<file path="config.mk">
export PLATFORM = sky130hd
export DESIGN_NAME = serial_compare_ctrl
export DESIGN_NICKNAME = d
export VERILOG_FILES = /design/src/rtl/serial_compare_ctrl_pkg.sv /design/src/rtl/serial_compare_ctrl_comparator_bit.sv /design/src/rtl/serial_compare_ctrl.sv
export SDC_FILE = /design/constraint.sdc
export NUM_CORES = 1
export LEC_CHECK = 0
export CORE_AREA = 2 2 47 71
export CTS_CLUSTER_DIAMETER = 30
export DETAILED_ROUTE_END_ITERATION = 8
export DIE_AREA = 0 0 49 73
export PLACE_DENSITY = 0.91
export SLEW_MARGIN = 20
export SYNTH_ARGS = -nofsm -noshare
export SYNTH_HDL_FRONTEND = slang
export SYNTH_SLANG_ARGS = --single-unit
</file>
<file path="constraint.sdc">
create_clock -name clk -period 5.02 [get_ports clk]
set_input_delay 0.753 -clock clk [delete_from_list [all_inputs] [get_ports clk]]
set_output_delay 0.753 -clock clk [all_outputs]
set_load 0.005 [all_outputs]
</file>
<file path="src/rtl/serial_compare_ctrl_pkg.sv">
// Shared definitions for the serial magnitude-compare sequencer.
// State encodings are fixed so external checkers can decode the debug state.
package serial_compare_ctrl_pkg;

  typedef enum logic [1:0] {
    S_IDLE = 2'd0,
    S_SCAN = 2'd1,
    S_DONE = 2'd2
  } state_e;

  // Packed view of a finished comparison, handy for checkers and scoreboards.
  typedef struct packed {
    logic equal;
    logic lesser;
    logic greater;
  } cmp_flags_t;

endpackage

</file>
<file path="src/rtl/serial_compare_ctrl_comparator_bit.sv">
// Combinational 1-bit magnitude comparator cell; exactly one output is high.
module comparator_bit (
  input  logic a_i,
  input  logic b_i,
  output logic equal_o,
  output logic lesser_o,
  output logic greater_o
);

  assign equal_o   = a_i ~^ b_i;
  assign lesser_o  = ~a_i & b_i;
  assign greater_o = a_i & ~b_i;

endmodule

</file>
<file path="src/rtl/serial_compare_ctrl.sv">
// MSB-first serial magnitude comparator sequencer driving one shared 1-bit cell.
// Handshake: start is sampled only in IDLE; done pulses one cycle and results hold until the next accept.
module serial_compare_ctrl
  import serial_compare_ctrl_pkg::*;
#(
  parameter  int WIDTH = 8,
  localparam int IDX_W = $clog2(WIDTH + 1)
) (
  input  logic             clk,
  input  logic             rst_n,
  input  logic             start,
  input  logic [WIDTH-1:0] a,
  input  logic [WIDTH-1:0] b,
  output logic             busy,
  output logic             done,
  output logic             equal,
  output logic             lesser,
  output logic             greater,
  output logic [IDX_W-1:0] bits_used,
  output logic [1:0]       dbg_state
);

  state_e             state_q;
  logic [WIDTH-1:0]   a_q, b_q;
  logic [IDX_W-1:0]   idx_q;
  logic               busy_q, done_q;
  cmp_flags_t         flags_q;
  logic [IDX_W-1:0]   bits_used_q;

  logic               a_bit, b_bit;
  logic               cell_eq, cell_lt, cell_gt;
  logic               scan_end;
  logic [IDX_W-1:0]   bits_used_d;

  // Mux the current bit by comparing against each position, keeping the index width free.
  always_comb begin
    a_bit = 1'b0;
    b_bit = 1'b0;
    for (int i = 0; i < WIDTH; i++) begin
      if (idx_q == IDX_W'(i)) begin
        a_bit = a_q[i];
        b_bit = b_q[i];
      end
    end
  end

  comparator_bit u_cell (
    .a_i       (a_bit),
    .b_i       (b_bit),
    .equal_o   (cell_eq),
    .lesser_o  (cell_lt),
    .greater_o (cell_gt)
  );

  // Bit 0 always ends the scan, so idx never wraps.
  assign scan_end    = cell_gt | cell_lt | (cell_eq & (idx_q == '0));
  assign bits_used_d = IDX_W'(WIDTH) - idx_q;

  always_ff @(posedge clk or negedge rst_n) begin
    if (!rst_n) begin
      state_q     <= S_IDLE;
      a_q         <= '0;
      b_q         <= '0;
      idx_q       <= '0;
      busy_q      <= 1'b0;
      done_q      <= 1'b0;
      flags_q     <= '0;
      bits_used_q <= '0;
    end else begin
      case (state_q)
        S_IDLE: begin
          done_q <= 1'b0;
          if (start) begin
            a_q         <= a;
            b_q         <= b;
            idx_q       <= IDX_W'(WIDTH - 1);
            flags_q     <= '0;
            bits_used_q <= '0;
            busy_q      <= 1'b1;
            state_q     <= S_SCAN;
          end
        end
        S_SCAN: begin
          if (scan_end) begin
            flags_q.greater <= cell_gt;
            flags_q.lesser  <= cell_lt;
            flags_q.equal   <= cell_eq;
            bits_used_q     <= bits_used_d;
            done_q          <= 1'b1;
            state_q         <= S_DONE;
          end else begin
            idx_q <= idx_q - 1'b1;
          end
        end
        S_DONE: begin
          done_q  <= 1'b0;
          busy_q  <= 1'b0;
          state_q <= S_IDLE;
        end
        default: begin
          done_q  <= 1'b0;
          busy_q  <= 1'b0;
          state_q <= S_IDLE;
        end
      endcase
    end
  end

  assign busy      = busy_q;
  assign done      = done_q;
  assign equal     = flags_q.equal;
  assign lesser    = flags_q.lesser;
  assign greater   = flags_q.greater;
  assign bits_used = bits_used_q;
  assign dbg_state = state_q;

endmodule

</file>
* Word level (Yosys, flattened, before mapping) *
Cells that the tools add are included.

operators by class
  $add $sub $neg = 2
  equality and inequality tests = 11
  mux-type cells = 32
  bitwise logic cells = 9
  reduce and logical (&&, ||, !) cells = 8

operators by type and width
  cell                   number
  $mux W1                19
  $eq A4 B3 Y1 const B   4
  $mux W4                4
  $pmux W4 S2            2
  $eq A4 B2 Y1 const B   2
  $mux W3                2
  $ne A2 B2 Y1 const B   3
  $pmux W3 S2            1
  $reduce_and A2 Y1      3
  $reduce_and A3 Y1      2
  $eq A4 B1 Y1 const B   1
  $logic_not A4 Y1       1
  $mux W2                2
  $pmux W2 S2            1
  $sub A4 B1 Y4 const B  1
  $sub A4 B4 Y4 const A  1
  $and A1 B1 Y1          3
  $not A1 Y1             3
  $eq A2 B1 Y1 const B   1
  $logic_not A2 Y1       1
  $or A1 B1 Y1           2
  $pmux W1 S2            1
  $reduce_bool A2 Y1     1
  $xnor A1 B1 Y1         1

word-level totals
  register bits after elaboration = 31
  input bits = 19
  output and inout bits = 11
  logic and storage cells = 72

* Longest topological paths before layout *
  depth after elaboration = 15
  mapped depth = 12
  gate-level depth less buffers = 10

* Modules after synthesis *
Synthesis repeated with hierarchy kept, for this count alone.

second synthesis, totals
  cell total of the unflattened synthesis = 124
  area total of the unflattened synthesis = 1462.7 um2

modules (own cells, without submodules)
  module               times used  cells each  area each (um2)  seq. area each (um2)
  serial_compare_ctrl  1           120         1430.1           775.7
  comparator_bit       1           4           32.5             0.0

* Least setup slack after synthesis *
Ideal clock, no wire load.

  path type = reg2reg
  start point = reg idx_q[0]
  end point = reg idx_q[3]
  setup time = 0.126 ns
  arrival time = 2.349 ns
  required time = 4.894 ns
  path slack = 2.545 ns
  cell stages (with the launch flop) = 10
  path buffers = 0
  clock period less this slack = 2.475 ns
  cells stage by stage = dfrtp_1 > inv_1 > ha_1 > nor2b_1 > a221oi_1 > nor3_1 > o31a_1 > ha_1 > a31oi_1 > a221o_1

on the way
  longest elaborated chain between the ends = 15
  elaborated cells between the ends (all ways) = 37
  those cells by class = add/sub (1); eq/ne (8); mux (18); bitwise (8); reduce/logical (2)

RTL lines
  element                                  RTL line                                                                            source
  from (decl)                              serial_compare_ctrl.sv:25                                                           logic [IDX_W-1:0] idx_q;
  from (signal assigned)                   serial_compare_ctrl.sv:76                                                           idx_q <= IDX_W'(WIDTH - 1);
  from (signal assigned)                   serial_compare_ctrl.sv:92                                                           idx_q <= idx_q - 1'b1;
  $logic_not A4 Y1                         serial_compare_ctrl.sv:40, serial_compare_ctrl.sv:56
  $mux W1 (8 in series)                    serial_compare_ctrl.sv:40                                                           if (idx_q == IDX_W'(i)) begin
  $not A1 Y1, on equally long branches     serial_compare_ctrl_comparator_bit.sv:12, serial_compare_ctrl_comparator_bit.sv:11
  $and A1 B1 Y1, on equally long branches  serial_compare_ctrl_comparator_bit.sv:12, serial_compare_ctrl_comparator_bit.sv:11
  $or A1 B1 Y1 (2 in series)               serial_compare_ctrl.sv:56                                                           assign scan_end = cell_gt | cell_lt | (cell_eq & (idx_q == '0));
  $ne A2 B2 Y1 (no line)                   n/a
  $reduce_and A3 Y1 (no line)              n/a

Several ways; a longest one is shown, not always the timed one. The select of a mux whose other input is x is not followed.
A chain may end at the register's enable or synchronous reset.

* Final worst setup path *
Same ends and word-level chain as after synthesis.

==> results list <==
- For this design, the CTS-stage hold fixing added 0 buffers.
- Number of antenna violations at the first check in global routing: 0
- STA puts the critical path data required time at 5.19 ns.
- Critical path start-end classification: register to register
- The multi-input combinational cells in the finished layout cover a total of 717 µm².
- In the synthesized netlist, the number of instances is 176.
- The via count of the first global-routing pass came to 1,282.
- Drt initial violations: 47
* Number of buffers on the longest clock path: 2
- Maximum Capacitance Violations: 0
- Total via count in the routed design: 1,303
- Number of buffers created by CTS: 5
- Cell variety after synth: 33
* Nets in the synthesized netlist: 201
- CTS Sinks: 31
- Max Clock Skew: 0.00554 ns
- Using the TritonRoute via totals, the vias-per-cell ratio works out to about 5.3.
* Remaining antenna violation count after routing: 0
- Top Ports: 30
- After synthesis, the cell types taking the most area are dfrtp_1 50%, nand2_1 14%, ha_1 4.8%.
* R2R cell count: 9
- Remaining max-slew budget at the tightest pin: 0.425
- Crit start category: register
* Worst r2r src: idx_q[0]$_DFFE_PN0P_
* Fraction of layout cells with a size suffix above 1: 0.0585
- Area added between synthesis and finish: 25.6%
- Clock latency reported for the late side of the worst-skew pair: between 0.2 and 0.3 ns
- Worst slack at placement: 2.30 ns
- Simple-gate share of the synthesized area: 0.252
* Half-perimeter wire length after detailed placement: 2330 µm
- Once routing completed, OpenROAD measured the worst setup slack at 2.25 ns.
- Total Die Area: 3580 µm²
- The worst path needs 2.77 ns of the cycle, external delays included.
- The analysis attributes to cell leakage a power of 0.936 nW.
- Worst VDD drop: 0.370 mV
- In this run the vertical extent of the chip is around 73 µm.
- Synth Warn #: 0
* Postcts setup bufs: 0
- Worst min path class: register to register
- Antenna diode count: 0
- Of the total synthesized cell area, the portion taken by full adders, half adders and majority gates is 0.0482.
- Part of the cycle the worst path needs: 0.553
- The initial utilization of the core area, before any placement, comes to 0.513.
* Pin count of the biggest net entering global routing: 32
- Count of unresolved DRC violations after routing: 0
- Commonest non-fill, non-tap cells in the layout: 60 x nand2_1, 31 x dfrtp_1, 29 x clkdlybuf4s50_1
* Finish-stage setup viols: 0
- Timing would allow up to 0.361 GHz.
* Root Buffer Master: clkbuf_8
- Wirelength, routed: 3140 µm
- Leaving out fill and tap cells, the most frequent cell in the layout is nand2_1.
* Count of endpoints failing hold in the final timing report: 0
* Die width: approximately 49 µm
- Number of synthesized register bits: 31
- The first global-routing pass estimated 5550 µm of wire.
* Deepest level of the CTS H-tree: 2
- The max-slew violation count is 0.
- Crit path max fanout: 7
- End point of the most critical hold path: a_q[7]$_DFFE_PN0P_
- Of the total synthesized cell area, the portion taken by XOR and XNOR cells is 0.00563.
* Hold Crit Start: a_q[7]$_DFFE_PN0P_
- RSZ-0062 raised after global routing: false
* Sort of element at the end of the critical path: register
- At the end of routability-driven placement, the weighted congestion stood at ~0.83.
- Non-filler instance count after layout: 245
- The cell area that synthesis handed to floorplanning was ~1600 µm².
* Total GRT Usage: 0.209
- Top cell type's share of synthesized area: 0.498
- Transition at the pin with the smallest max-transition slack: 0.860 ns
- Along the worst hold path, the cell count comes to 2.
- Of all cell types, the one taking the most synthesized area is dfrtp_1.
* Worst r2r dst: idx_q[3]$_DFFE_PN0P_
- Wirelength per Cell: 12.8 µm
- Register clock-pin slew on the reported worst setup and hold paths: 0.06 ns
- In the final design database the tool counted 230 nets.
* Arrival time at the worst endpoint: around 2.9 ns
- Power density relative to cell area: approximately 600 nW/µm²
* Compound-cell area share of the yosys netlist: 0.152
- In the final layout, flip-flops and latches occupy 776 µm².
- Clock tree from TritonCTS: built
- Outcome: completed
* Grt total ovfl: 0
- The pre-antenna-repair detailed-routing pass consisted of 4 iterations.
- Multiplexer share of the synthesized area: 0
- The design draws 0.00117 W.
* Post-Place Cells: 238
- After clock tree synthesis, the repair step resized 0 gates.
- The core region is 3030 µm².
* Sequential-to-total area share from yosys stat: 0.498
* Average cell area after synthesis: 8.84 µm²
- R2r setup slk: 2.25 ns
* Rows: 25
* Total Negative Setup Slacks: 0 ns
- Counting the fill cells in the layout gives 272.
- Count of buffers inserted at the top-level ports: 29
- Main combinational cell family by area after synthesis: simple AND/OR/NAND/NOR gates
## state kept, by name (all words and copies together) (netlist names)
name,flops
bits_used,4
lesser,1
busy,1
equal,1
b_q,8
done,1
a_q,8
idx_q,4
dbg_state,2
greater,1
## cell type report
class                   count  area share
clock buffers               6      0.0423
inverters                   5     0.00960
well taps                  40      0.0256
repair buffers             31       0.156
multi-input cells         131       0.367
flip-flops and latches     31       0.397
clock inverters             1     0.00256
## routing by layer
| layer | part of all wire | wire length [µm] | track usage | up-vias |
|---|---|---|---|---|
| li1 | - | - | - | 646 |
| met1 | 0.40 | 1260 | 0.226 | 611 |
| met2 | 0.53 | 1660 | 0.355 | 36 |
| met3 | 0.036 | 113 | 0.0594 | 10 |
| met4 | 0.032 | 101 | 0.140 | 0 |
| met5 | 0 | 0 | 0 | - |
## logic make-up after synthesis
group / Yosys count
xor gates and xnor gates: 1
AOI/OAI and AO/OA: 34
and+or+nand+nor: 90
adders and majority gates: 6
buffers and inverters: 14
DFF: 31
## stage by stage
step	hold slack, ns	area (µm²)	util
6_report	0.476	1950	0.644
5_1_grt	0.500	1950	0.644
4_1_cts	0.483	1950	0.644
3_5_place_dp	0.468	1870	0.615
3_3_place_gp	0.463	1870	0.615
2_1_floorplan	0.446	1560	-
## where the power goes
part / switching, W / total, W / internal, W
clock: 0.0000845 / 0.000192 / 0.000107
combinational: 0.000319 / 0.000557 / 0.000238
sequential: 0.0000692 / 0.000423 / 0.000354
total: 0.000473 / 0.00117 / 0.000699
## how the worst max path moves through the flow
stage | start | end | slack, ns | cells past startpoint
final | idx_q[0]$_DFFE_PN0P_ | idx_q[3]$_DFFE_PN0P_ | 2.25 | 9
after global routing | idx_q[0]$_DFFE_PN0P_ | idx_q[3]$_DFFE_PN0P_ | 2.14 | 9
after CTS | idx_q[0]$_DFFE_PN0P_ | idx_q[3]$_DFFE_PN0P_ | 2.28 | 9
after detailed placement | idx_q[0]$_DFFE_PN0P_ | idx_q[3]$_DFFE_PN0P_ | 2.30 | 9
after global placement | idx_q[0]$_DFFE_PN0P_ | idx_q[3]$_DFFE_PN0P_ | 2.43 | 9
after floorplan | idx_q[0]$_DFFE_PN0P_ | idx_q[3]$_DFFE_PN0P_ | 2.54 | 9
## cells in the mapped netlist
| master | instances |
|---|---|
| buf_2 | 1 |
| ha_1 | 6 |
| a21o_1 | 2 |
| buf_6 | 2 |
| o31a_1 | 2 |
| o211ai_1 | 1 |
| nor3_1 | 5 |
| dfrtp_1 | 31 |
| clkbuf_1 | 5 |
| o21ai_0 | 8 |
| a21oi_1 | 6 |
| or3b_4 | 1 |
| nand2_1 | 60 |
| xor2_1 | 1 |
| a211o_1 | 2 |
| a221o_1 | 1 |
| buf_1 | 1 |
| nand3b_1 | 1 |
| nor2b_1 | 4 |
| inv_1 | 5 |
| nand3_1 | 1 |
| or3_1 | 2 |
| nor2_1 | 9 |
| a31oi_1 | 2 |
| a21oi_4 | 1 |
| and3_1 | 1 |
| o31ai_1 | 2 |
| nand2b_1 | 4 |
| a32oi_1 | 1 |
| nor3b_1 | 2 |
| a221oi_1 | 3 |
| a22oi_1 | 2 |
| o21ai_1 | 1 |
## worst max-delay path, cell delays in order (launching register included)
cell and delay [ns]:
dfrtp_1 0.40, inv_1 0.12, ha_1 0.27, nor2b_1 0.17
a221oi_1 0.30, nor3_1 0.13, o31a_1 0.29, ha_1 0.41
a31oi_1 0.20, a221o_1 0.38
Note: power is estimated with default switching activity, not from simulation.
